--- config.mk ---
export PLATFORM = sky130hd
export DESIGN_NAME = timer_multi_ch
export DESIGN_NICKNAME = d
export VERILOG_FILES = /design/src/rtl/timer_pkg.sv /design/src/rtl/timer_channel.sv /design/src/rtl/timer_multi_ch.sv
export SDC_FILE = /design/constraint.sdc
export NUM_CORES = 1
export LEC_CHECK = 0
export BUFFER_PORTS_ARGS = -buffer_cell sky130_fd_sc_hd__buf_2
export CAP_MARGIN = 20
export CORE_MARGIN = 2
export CORE_UTILIZATION = 55
export DETAILED_ROUTE_END_ITERATION = 10
export PLACE_DENSITY = 0.88
export SLEW_MARGIN = 20
export SYNTH_ARGS = -nofsm -noshare
export SYNTH_HDL_FRONTEND = slang
export SYNTH_SLANG_ARGS = --single-unit
--- constraint.sdc ---
create_clock -name clk -period 2.3 [get_ports clk]
set_input_delay 0.69 -clock clk [delete_from_list [all_inputs] [get_ports clk]]
set_output_delay 0.69 -clock clk [all_outputs]
set_load 0.05 [all_outputs]
--- src/rtl/timer_pkg.sv ---
`default_nettype none
// ============================================================================
// Module   : timer_pkg
// Brief    : Register map, CTRL/STATUS bit positions and mode encodings shared
//            by the multi-channel timer (optional feature: TIMER_PRESCALER_EN).
// Revision : 1.0 - initial release
// ============================================================================
package timer_pkg;

  // Word offsets inside one channel window (byte offset >> 2)
  localparam logic [1:0] c_reg_ctrl    = 2'd0;
  localparam logic [1:0] c_reg_count   = 2'd1;
  localparam logic [1:0] c_reg_compare = 2'd2;
  localparam logic [1:0] c_reg_status  = 2'd3;

  localparam int c_ctrl_en       = 0;
  localparam int c_ctrl_clr      = 1;
  localparam int c_ctrl_mode     = 2;
  localparam int c_ctrl_ovf_ie   = 3;
  localparam int c_ctrl_match_ie = 4;
  localparam int c_ctrl_psc_lsb  = 8;
  localparam int c_psc_width     = 8;

  localparam int c_stat_ovf   = 0;
  localparam int c_stat_match = 1;

  localparam logic c_mode_free_run    = 1'b0;
  localparam logic c_mode_auto_reload = 1'b1;

  localparam int c_ch_stride = 'h10;
  localparam int c_ch_shift  = $clog2(c_ch_stride);

endpackage : timer_pkg
`default_nettype wire

--- src/rtl/timer_channel.sv ---
`default_nettype none
// ============================================================================
// Module   : timer_channel
// Brief    : One timer channel: CTRL/COUNT/COMPARE/STATUS, tick generation and
//            optional prescaler (TIMER_PRESCALER_EN).
// Revision : 1.0 - initial release
// ============================================================================
module timer_channel
  import timer_pkg::*;
#(
  parameter int CNT_WIDTH  = 16,
  parameter int DATA_WIDTH = 32
) (
  input  logic                  clk,
  input  logic                  rst_n,
  input  logic                  i_ctrl_we,
  input  logic                  i_cmp_we,
  input  logic                  i_stat_we,
  input  logic [DATA_WIDTH-1:0] i_wdata,
  input  logic [1:0]            i_reg_sel,
  output logic [DATA_WIDTH-1:0] o_rdata,
  output logic                  o_ovf,
  output logic                  o_irq
);

  localparam logic [CNT_WIDTH-1:0] c_cnt_max = '1;
  localparam logic [CNT_WIDTH-1:0] c_cnt_one = CNT_WIDTH'(1);

  logic                   r_en;
  logic                   r_mode;
  logic                   r_ovf_ie;
  logic                   r_match_ie;
  logic                   r_ovf;
  logic                   r_match;
  logic [CNT_WIDTH-1:0]   r_count;
  logic [CNT_WIDTH-1:0]   r_compare;
  logic                   w_tick;
  logic                   w_clr;
  logic                   w_at_max;
  logic                   w_at_cmp;
  logic                   w_set_ovf;
  logic                   w_set_match;
  logic [c_psc_width-1:0] w_psc_rd;
  logic                   w_unused_wdata;

  assign w_unused_wdata = &{1'b0, i_wdata};

`ifdef TIMER_PRESCALER_EN
  logic [c_psc_width-1:0] r_psc;
  logic [c_psc_width-1:0] r_psc_cnt;

  // Any CTRL write rewrites PSC and therefore restarts the divider
  always_ff @(posedge clk or negedge rst_n) begin
    if (!rst_n) begin
      r_psc     <= '0;
      r_psc_cnt <= '0;
    end else begin
      if (i_ctrl_we) begin
        r_psc <= i_wdata[c_ctrl_psc_lsb +: c_psc_width];
      end
      if (!r_en || i_ctrl_we || r_psc_cnt == r_psc) begin
        r_psc_cnt <= '0;
      end else begin
        r_psc_cnt <= r_psc_cnt + c_psc_width'(1);
      end
    end
  end

  assign w_tick   = r_en && (r_psc_cnt == r_psc);
  assign w_psc_rd = r_psc;
`else
  assign w_tick   = r_en;
  assign w_psc_rd = '0;
`endif

  assign w_clr       = i_ctrl_we & i_wdata[c_ctrl_clr];
  assign w_at_max    = (r_count == c_cnt_max);
  assign w_at_cmp    = (r_count == r_compare);
  // A tick swallowed by CLR raises no flag
  assign w_set_ovf   = w_tick & ~w_clr & w_at_max;
  assign w_set_match = w_tick & ~w_clr & w_at_cmp;

  always_ff @(posedge clk or negedge rst_n) begin
    if (!rst_n) begin
      r_en       <= 1'b0;
      r_mode     <= c_mode_free_run;
      r_ovf_ie   <= 1'b0;
      r_match_ie <= 1'b0;
      r_compare  <= '0;
    end else begin
      if (i_ctrl_we) begin
        r_en       <= i_wdata[c_ctrl_en];
        r_mode     <= i_wdata[c_ctrl_mode];
        r_ovf_ie   <= i_wdata[c_ctrl_ovf_ie];
        r_match_ie <= i_wdata[c_ctrl_match_ie];
      end
      if (i_cmp_we) begin
        r_compare <= i_wdata[CNT_WIDTH-1:0];
      end
    end
  end

  always_ff @(posedge clk or negedge rst_n) begin
    if (!rst_n) begin
      r_count <= '0;
    end else if (w_clr) begin
      r_count <= '0;
    end else if (w_tick) begin
      if (r_mode == c_mode_auto_reload && w_at_cmp) begin
        r_count <= '0;
      end else begin
        r_count <= r_count + c_cnt_one;
      end
    end
  end

  // Hardware set takes priority over a same-cycle write-one-to-clear
  always_ff @(posedge clk or negedge rst_n) begin
    if (!rst_n) begin
      r_ovf   <= 1'b0;
      r_match <= 1'b0;
    end else begin
      r_ovf   <= w_set_ovf   | (r_ovf   & ~(i_stat_we & i_wdata[c_stat_ovf]));
      r_match <= w_set_match | (r_match & ~(i_stat_we & i_wdata[c_stat_match]));
    end
  end

  always_comb begin
    o_rdata = '0;
    case (i_reg_sel)
      c_reg_ctrl: begin
        o_rdata[c_ctrl_en]                       = r_en;
        o_rdata[c_ctrl_mode]                     = r_mode;
        o_rdata[c_ctrl_ovf_ie]                   = r_ovf_ie;
        o_rdata[c_ctrl_match_ie]                 = r_match_ie;
        o_rdata[c_ctrl_psc_lsb +: c_psc_width]   = w_psc_rd;
      end
      c_reg_count:   o_rdata = DATA_WIDTH'(r_count);
      c_reg_compare: o_rdata = DATA_WIDTH'(r_compare);
      c_reg_status: begin
        o_rdata[c_stat_ovf]   = r_ovf;
        o_rdata[c_stat_match] = r_match;
      end
      default: o_rdata = '0;
    endcase
  end

  assign o_ovf = r_ovf;
  assign o_irq = (r_ovf & r_ovf_ie) | (r_match & r_match_ie);

endmodule : timer_channel
`default_nettype wire

--- src/rtl/timer_multi_ch.sv ---
`default_nettype none
// ============================================================================
// Module   : timer_multi_ch
// Brief    : Memory-mapped NUM_CH-channel up-counter/timer with registered
//            read port (optional prescaler via TIMER_PRESCALER_EN).
// Revision : 1.0 - initial release
// ============================================================================
module timer_multi_ch
  import timer_pkg::*;
#(
  parameter int NUM_CH     = 4,
  parameter int CNT_WIDTH  = 16,
  parameter int ADDR_WIDTH = 10,
  parameter int DATA_WIDTH = 32
) (
  input  logic                  clk,
  input  logic                  rst_n,
  input  logic                  wr_en,
  input  logic                  rd_en,
  input  logic [ADDR_WIDTH-1:0] addr,
  input  logic [DATA_WIDTH-1:0] wdata,
  output logic [DATA_WIDTH-1:0] rdata,
  output logic [NUM_CH-1:0]     overflow,
  output logic [NUM_CH-1:0]     irq
);

  localparam int c_ch_bits = ADDR_WIDTH - c_ch_shift;

  logic [c_ch_bits-1:0]  w_ch;
  logic [1:0]            w_reg;
  logic [NUM_CH-1:0]     w_hit;
  logic [DATA_WIDTH-1:0] w_ch_rdata [NUM_CH];
  logic [DATA_WIDTH-1:0] w_rd_mux;
  logic                  w_unused_addr;

  assign w_ch          = addr[ADDR_WIDTH-1:c_ch_shift];
  assign w_reg         = addr[3:2];
  assign w_unused_addr = &{1'b0, addr[1:0]};

  generate
    for (genvar i = 0; i < NUM_CH; i++) begin : g_ch
      assign w_hit[i] = (w_ch == c_ch_bits'(i));

      timer_channel #(
        .CNT_WIDTH  (CNT_WIDTH),
        .DATA_WIDTH (DATA_WIDTH)
      ) u_ch (
        .clk       (clk),
        .rst_n     (rst_n),
        .i_ctrl_we (wr_en & w_hit[i] & (w_reg == c_reg_ctrl)),
        .i_cmp_we  (wr_en & w_hit[i] & (w_reg == c_reg_compare)),
        .i_stat_we (wr_en & w_hit[i] & (w_reg == c_reg_status)),
        .i_wdata   (wdata),
        .i_reg_sel (w_reg),
        .o_rdata   (w_ch_rdata[i]),
        .o_ovf     (overflow[i]),
        .o_irq     (irq[i])
      );
    end
  endgenerate

  // No hit means an unmapped channel, which reads as zero
  always_comb begin
    w_rd_mux = '0;
    for (int i = 0; i < NUM_CH; i++) begin
      if (w_hit[i]) begin
        w_rd_mux = w_ch_rdata[i];
      end
    end
  end

  always_ff @(posedge clk or negedge rst_n) begin
    if (!rst_n) begin
      rdata <= '0;
    end else if (rd_en) begin
      rdata <= w_rd_mux;
    end
  end

endmodule : timer_multi_ch
`default_nettype wire
==> results of run 1 <==
-- cells by family (layout without fill, tap and decap cells) --
group	after synthesis	count (layout)	synth area share [%]
simple gates	319	319	16.5
compound gates	233	233	17.7
flops	168	168	42.4
buf+inv	129	212	5.93
mux	82	82	9.24
xor+xnor	78	78	6.89
fa+ha+maj	10	10	1.26
other cells	1	17	0.0378
-- registers in the layout (all words and copies together), names as in the netlist --
register,cells
g_ch.u_ch.r_compare,64
g_ch.u_ch.r_count,64
rdata,16
g_ch.u_ch.o_ovf,4
g_ch.u_ch.r_en,4
g_ch.u_ch.r_match,4
g_ch.u_ch.r_match_ie,4
g_ch.u_ch.r_mode,4
g_ch.u_ch.r_ovf_ie,4
-- worst max-delay path, cell delays in order, from the launching register on --
cell	delay, ps
dfrtp_1	490
xnor2_1	310
nand4_1	220
nor4_2	270
buf_4	290
a21oi_4	120
a221o_1	330
-- layout make-up --
type | instances | area, sq um
Clock inverter | 11 | 219
Sequential cell | 168 | 4200
Timing Repair Buffer | 163 | 1260
Fill cell | 1237 | 6110
Antenna cell | 1 | 2.50
Tap cell | 229 | 287
Inverter | 18 | 67.6
Clock buffer | 20 | 457
Multi-Input combinational cell | 738 | 5230
-- stage by stage --
stage               instance area, sq um  std cells
floorplan                          10000       1035
global placement                   11100       1316
detailed placement                 11100       1316
CTS                                11700       1347
global route                       11700       1347
finish                             11700       1348
-- cells in the final DEF (no fill, tap or decap), types with 7 or more instances in the layout --
master,n
dfrtp_1,168
buf_4,99
nand2_1,90
xor2_1,60
mux2_2,54
nor2_1,50
buf_2,50
a221oi_1,39
o21ai_0,30
nand4_1,29
nand3_1,28
a21oi_1,24
nor4_1,23
mux2_1,22
xnor2_1,18
a22oi_1,18
inv_1,17
nor3_1,17
clkbuf_16,17
and2_1,16
nand2b_1,16
conb_1,16
a222oi_1,14
o211ai_1,13
buf_12,13
and3_1,11
o41ai_1,11
o22ai_1,10
o31ai_1,8
a21o_1,8
ha_1,8
and4_1,7
o221ai_1,7
or2_2,7
-- final timing paths --
check	from	end	slack [ps]
worst max register to register	g_ch[0].u_ch.r_count[1]	g_ch[0].u_ch.r_count[15]	140
max in group asynchronous	rst_n	g_ch[0].u_ch.r_count[9]	1400
worst min-delay path	rst_n	g_ch[3].u_ch.r_count[13]	180
worst min register to register	rdata[10]	rdata[10]	510
worst max-delay path	g_ch[0].u_ch.r_count[1]	g_ch[0].u_ch.r_count[15]	140
min in group clk	rdata[10]	rdata[10]	510
-- layer usage --
layer	global-route usage [%]	wire length, microns	vias to the layer above
met1	40.9	11800	4513
met5	3.01	79	-
met2	52.1	14800	569
li1	-	-	3941
met4	17.6	1570	2
met3	9.28	3100	146
-- power breakdown --
| group | switching, mW | internal [mW] | total (mW) |
|---|---|---|---|
| combinational | 1.35 | 0.955 | 2.30 |
| sequential | 0.663 | 3.33 | 4.00 |
| clock | 1.24 | 2.09 | 3.33 |
| total | 3.25 | 6.38 | 9.63 |
==> impl_metrics.env, run 1 <==
export IMPL_status="finished, final reports clean"
export IMPL_finalCriticalPeriod_ps=2160
export IMPL_dp_hpwl_microns=21500
export IMPL_routed_wl_microns=31300
export IMPL_grt_ovfl_total=0
export IMPL_ctsResizeCount=0
export IMPL_synth_cell_types=66
export IMPL_leakagePower_nw=5.47
export IMPL_synth_most_common_cell="dfrtp_1"
export IMPL_insertion_delay_ps=450
export IMPL_dr_first_iter_drc_count=1192
export IMPL_h_tree_depth=4
export IMPL_antenna_found_initial=2
export IMPL_rsz0062_at_grt="false"
export IMPL_cts_hold_buffers=0
export IMPL_fin_crit_sh_pct=94.0
export IMPL_hold_class="input pin to async pin"
export IMPL_yosys_area_top_type_share_pct=42.4
export IMPL_die_y_microns=138
export IMPL_critPathMaxFanout=16
export IMPL_ir_drop_uv=681
export IMPL_gr_usage_all_layers_pct=32.9
export IMPL_fin_ws_ps=139
export IMPL_syn_cell_area_sq_um=9910
export IMPL_slew_viol_final=0
export IMPL_cts_sinks=168
export IMPL_path_class="register to register"
export IMPL_rr_worst_depth=6
export IMPL_grt_pass1_vias=9173
export IMPL_max_freq_ghz=0.463
export IMPL_dpl_worst_slack_ps=-224
export IMPL_synth_flop_cell="dfrtp_1"
export IMPL_nets=1162
export IMPL_synth_area_top_cells="dfrtp_1 (42%), mux2_2 (6.1%), xor2_1 (5.3%), a221oi_1 (3.6%), nand2_1 (3.4%)"
export IMPL_ios=86
export IMPL_yosysWarnings=0
export IMPL_worst_slew_pin_slew_ps=693
export IMPL_hold_viol=0
export IMPL_ys_ff_latch=168
export IMPL_placementRows=49
export IMPL_detail_route_wl_per_cell_microns=23.2
export IMPL_drive_gt1_share_pct=24.5
export IMPL_post_cts_buffers=0
export IMPL_root_buffer="clkbuf_16"
export IMPL_fin_hold_ws_ps=182
export IMPL_port_buffers=51
export IMPL_skew_ps=9.39
export IMPL_ctsLongestPathBuffers=2
export IMPL_syn_to_final_growth_pct=18.4
export IMPL_cts_tree="built"
export IMPL_cts_made_buffers=17
export IMPL_start_util_pct=55.5
export IMPL_total_power_mw=9.63
export IMPL_setup_tns_ps=0
export IMPL_cp_start_kind="register"
export IMPL_clk_pin_slew_ps=70
export IMPL_cap_violations=0
export IMPL_syn_instance_count=1020
export IMPL_endpoint_kind="register"
export IMPL_core_sq_um=17800
export IMPL_postSynthAreaPerCell_sq_um=9.72
export IMPL_yosys_area_top_type="dfrtp_1"
export IMPL_die_w_microns=138
export IMPL_relSlewSlack_pct=53.8
export IMPL_synthTopCellsByCount="dfrtp_1 (168), nand2_1 (90), clkbuf_1 (71), xor2_1 (60), mux2_2 (54)"
export IMPL_die_area_sq_um=19100
export IMPL_critPathArrivalTime_ps=2490
export IMPL_dr_pass1_iters=7
export IMPL_dr_total_vias=9171
export IMPL_setup_viol=0
export IMPL_crit_required_ps=2630
export IMPL_final_core_util_pct=65.8
export IMPL_grt_first_pass_wirelength_microns=49600
export IMPL_ant_nets=0
export IMPL_gp_congestion=1.05
export IMPL_vias_per_cell=6.80
export IMPL_powerDensity_nw_per_um2=820
export IMPL_yosysSeqAreaShare_pct=42.4
export IMPL_synth_async_reset_ratio_pct=100
export IMPL_synth_edf_count=0
export IMPL_grt_start_max_net_pins=55
export IMPL_remaining_drc_errors=0
Note: power is estimated with default switching activity, not from simulation.
==> run 2, diff against run 1 <==
Settings changed: CORE_MARGIN 2 to unset.
==> impl_metrics.env, run 2 (synthesized netlist as in run 1, its figures left out) <==
export IMPL_critPathMaxFanout=6
export IMPL_cts_made_buffers=17
export IMPL_grt_pass1_vias=8572
export IMPL_gr_usage_all_layers_pct=34.3
export IMPL_rrSetupSlack_ps=190
export IMPL_rr_worst_depth=6
export IMPL_path_class="input pin to register"
export IMPL_worstReg2RegStart="g_ch[1].u_ch.r_count[0]"
export IMPL_nets=1156
export IMPL_slew_viol_final=0
export IMPL_top_regs="g_ch.u_ch.r_compare: 64 flops, g_ch.u_ch.r_count: 64 flops, rdata: 16 flops"
export IMPL_leakagePower_nw=5.41
export IMPL_total_power_mw=9.22
export IMPL_cts_tree="built"
export IMPL_dp_hpwl_microns=21200
export IMPL_critPathArrivalTime_ps=2450
export IMPL_max_freq_ghz=0.470
export IMPL_die_area_sq_um=18600
export IMPL_start_util_pct=56.9
export IMPL_cts_sinks=168
export IMPL_root_buffer="clkbuf_16"
export IMPL_insertion_delay_ps=450
export IMPL_fin_crit_sh_pct=92.6
export IMPL_h_tree_depth=4
export IMPL_dr_total_vias=9013
export IMPL_endpoint_kind="register"
export IMPL_grt_ovfl_total=0
export IMPL_drive_gt1_share_pct=24.1
export IMPL_cp_slowest_cell="or4_4"
export IMPL_multi_input_area_sq_um=5230
export IMPL_placementRows=48
export IMPL_ios=86
export IMPL_powerDensity_nw_per_um2=790
export IMPL_relSlewSlack_pct=52.3
export IMPL_cts_hold_buffers=0
export IMPL_ir_drop_uv=816
export IMPL_stdcell_area_sq_um=11700
export IMPL_cap_violations=0
export IMPL_grt_start_max_net_pins=46
export IMPL_crit_required_ps=2630
export IMPL_detail_route_wl_per_cell_microns=22.7
export IMPL_die_w_microns=136
export IMPL_layout_commonest_cell="dfrtp_1"
export IMPL_clk_pin_slew_ps=70
export IMPL_fin_hold_ws_ps=132
export IMPL_n_antenna_cell=0
export IMPL_antenna_found_initial=0
export IMPL_regArea_sq_um=4200
export IMPL_syn_to_final_growth_pct=17.7
export IMPL_hold_viol=0
export IMPL_die_y_microns=136
export IMPL_dr_pass1_iters=8
export IMPL_rsz0062_at_grt="false"
export IMPL_core_sq_um=17400
export IMPL_remaining_drc_errors=0
export IMPL_port_buffers=51
export IMPL_crit_family="simple AND/OR/NAND/NOR gates"
export IMPL_slowest_delay_ps=530
export IMPL_rr_endpoint="g_ch[1].u_ch.r_count[14]"
export IMPL_gp_congestion=1.01
export IMPL_crit_chain="buf_2 > or4_4 > or3_4 > o21ai_4 > buf_4 > a2111oi_0 > a221o_1"
export IMPL_dr_first_iter_drc_count=1083
export IMPL_vias_per_cell=6.74
export IMPL_cp_start_kind="input pin"
export IMPL_skew_ps=10.2
export IMPL_status="finished, final reports clean"
export IMPL_hold_class="input pin to async pin"
export IMPL_setup_viol=0
export IMPL_grt_first_pass_wirelength_microns=47500
export IMPL_placed_area_sq_um=11100
export IMPL_worst_slew_pin_slew_ps=716
export IMPL_crit_buf_inv=2
export IMPL_final_cell_mix="dfrtp_1 (168), nand2_1 (90), buf_4 (89), xor2_1 (60), mux2_2 (54)"
export IMPL_routed_wl_microns=30300
export IMPL_final_core_util_pct=67.0
export IMPL_ctsResizeCount=0
export IMPL_fillers=1267
export IMPL_finalCriticalPeriod_ps=2130
export IMPL_ant_nets=0
export IMPL_ctsLongestPathBuffers=2
export IMPL_post_cts_buffers=0
run 2: final cells by class:
| class | instances | area share [%] |
|---|---|---|
| multi-input combinational | 738 | 44.9 |
| sequential | 168 | 36.0 |
| timing repair buffer | 157 | 10.9 |
| clock buffer | 18 | 3.68 |
| tap | 225 | 2.41 |
| clock inverter | 13 | 1.54 |
| inverter | 18 | 0.579 |
run 2: stage by stage:
stage	setup WS, ps	TNS [ps]	instances
final	171	0	1337
after global routing	13.2	0	1337
after CTS	193	0	1337
after detailed placement	-269	-12720	1306
after global placement	-212	-9590	1306
after floorplan	-118	-1880	1035
run 2: worst max path at each step:
stage,from,end,slack [ps],cells after the start
2_1_floorplan,addr[7],g_ch[0].u_ch.r_count[11],-120,6
3_3_place_gp,addr[7],g_ch[2].u_ch.r_count[10],-210,7
3_5_place_dp,addr[7],g_ch[0].u_ch.r_count[11],-270,7
4_1_cts,addr[7],g_ch[0].u_ch.r_count[11],190,7
5_1_grt,g_ch[1].u_ch.r_count[0],g_ch[1].u_ch.r_count[14],10,6
6_report,addr[7],g_ch[0].u_ch.r_count[11],170,7
run 2: power breakdown:
part	switching, mW	internal, mW
logic	1.25	0.922
registers	0.693	3.33
clock network	1.22	1.80
total	3.16	6.06
run 2: layer usage:
| metal | wire length, microns | track usage [%] | vias up |
|---|---|---|---|
| li1 | - | - | 3918 |
| met1 | 11600 | 43.4 | 4421 |
| met2 | 14400 | 55.5 | 563 |
| met3 | 3060 | 8.13 | 111 |
| met4 | 1240 | 15.7 | 0 |
| met5 | 0 | 0 | - |
==> run 3, diff against run 2 <==
Settings changed: RECOVER_POWER set to 25.
==> impl_metrics.env, run 3 (synthesized netlist as in run 1, its figures left out) <==
export IMPL_startpoint="addr[7]"
export IMPL_endpoint_kind="register"
export IMPL_start_util_pct=56.9
export IMPL_max_freq_ghz=0.471
export IMPL_status="finished, final reports clean"
export IMPL_ctsLongestPathBuffers=2
export IMPL_remaining_drc_errors=0
export IMPL_endpoint="g_ch[0].u_ch.r_count[13]"
export IMPL_worstReg2RegStart="g_ch[1].u_ch.r_count[0]"
export IMPL_grt_pass1_vias=8572
export IMPL_grt_start_max_net_pins=46
export IMPL_worst_slew_pin_slew_ps=987
export IMPL_die_area_sq_um=18600
export IMPL_post_cts_buffers=0
export IMPL_stdcell_area_sq_um=11600
export IMPL_drive_gt1_share_pct=24.1
export IMPL_rsz0062_at_grt="false"
export IMPL_crit_required_ps=2630
export IMPL_gp_congestion=1.01
export IMPL_hold_class="input pin to async pin"
export IMPL_cts_sinks=168
export IMPL_fillers=1270
export IMPL_setup_tns_ps=0
export IMPL_total_power_mw=9.22
export IMPL_vias_per_cell=6.72
export IMPL_cts_made_buffers=17
export IMPL_instances_no_fill=1337
export IMPL_placed_area_sq_um=11100
export IMPL_fin_crit_sh_pct=92.3
export IMPL_dp_cells=1306
export IMPL_rrSetupSlack_ps=200
export IMPL_ant_nets=0
export IMPL_layout_commonest_cell="dfrtp_1"
export IMPL_setup_viol=0
export IMPL_n_antenna_cell=0
export IMPL_syn_to_final_growth_pct=17.4
export IMPL_antenna_found_initial=0
export IMPL_rr_worst_depth=6
export IMPL_ios=86
export IMPL_routed_wl_microns=30300
export IMPL_slew_viol_final=0
export IMPL_die_y_microns=136
export IMPL_critPathArrivalTime_ps=2450
export IMPL_cap_violations=0
export IMPL_dp_hpwl_microns=21200
export IMPL_skew_ps=12.1
export IMPL_critPathMaxFanout=6
export IMPL_insertion_delay_ps=460
export IMPL_die_w_microns=136
export IMPL_cp_start_kind="input pin"
export IMPL_placementRows=48
export IMPL_dr_first_iter_drc_count=1224
export IMPL_ctsResizeCount=0
export IMPL_cts_hold_buffers=0
export IMPL_grt_ovfl_total=0
export IMPL_root_buffer="clkbuf_16"
export IMPL_port_buffers=51
export IMPL_clk_pin_slew_ps=70
export IMPL_cts_tree="built"
export IMPL_relSlewSlack_pct=34.2
export IMPL_dr_pass1_iters=8
export IMPL_detail_route_wl_per_cell_microns=22.7
export IMPL_fin_hold_ws_ps=364
export IMPL_top_regs="g_ch.u_ch.r_compare: 64 flops, g_ch.u_ch.r_count: 64 flops, rdata: 16 flops"
export IMPL_gr_usage_all_layers_pct=34.3
export IMPL_hold_viol=0
export IMPL_nets=1156
export IMPL_powerDensity_nw_per_um2=793
export IMPL_path_class="input pin to register"
export IMPL_rr_endpoint="g_ch[1].u_ch.r_count[14]"
export IMPL_h_tree_depth=4
export IMPL_leakagePower_nw=5.40
export IMPL_grt_first_pass_wirelength_microns=47500
export IMPL_ir_drop_uv=813
export IMPL_core_sq_um=17400
export IMPL_finalCriticalPeriod_ps=2120
export IMPL_dr_total_vias=8983
export IMPL_final_cell_mix="dfrtp_1 (168), nand2_1 (90), buf_4 (89), xor2_1 (60), mux2_2 (54)"
run 3: layout make-up:
| class | instances | area, sq um | share of cell area (%) |
|---|---|---|---|
| Sequential cell | 168 | 4200 | 36.1 |
| Multi-Input combinational cell | 738 | 5230 | 45.0 |
| Inverter | 18 | 67.6 | 0.581 |
| Clock buffer | 18 | 429 | 3.69 |
| Tap cell | 225 | 282 | 2.42 |
| Clock inverter | 13 | 180 | 1.55 |
| Timing Repair Buffer | 157 | 1230 | 10.6 |
run 3: metal layers:
layer  track usage [%]  vias up  wire [microns]
li1                  -     3918               -
met1              43.4     4378           11500
met2              55.5      596           14500
met3              8.13       91            3130
met4              15.7        0            1150
met5                 0        -               0
run 3: where the power goes:
part	internal, mW	switching (mW)	leakage [nW]
combinational	0.915	1.25	2.88
clock	1.80	1.23	0.292
sequential	3.33	0.689	2.23
run 3: worst min path at each step:
stage	endpoint	slack (ps)	cells past startpoint
2_1_floorplan	g_ch[0].u_ch.o_ovf	390	0
3_3_place_gp	rdata[6]	490	2
3_5_place_dp	rdata[6]	480	2
4_1_cts	g_ch[3].u_ch.r_count[14]	140	1
5_1_grt	g_ch[3].u_ch.r_count[12]	440	1
6_report	g_ch[3].u_ch.r_count[14]	360	1
run 3: critical path, cell delays in order:
cell and delay [ps]:
buf_2 110, or4_4 530, or3_4 360, o21ai_4 160
buf_4 180, a2111oi_0 80, a221o_1 330
run 3: per-stage QoR:
stage	setup WS, ps	utilization, %
floorplan	-118	-
finish	178	66.8
detailed placement	-269	63.5
CTS	193	67.0
global placement	-212	63.5
global route	13.2	66.8
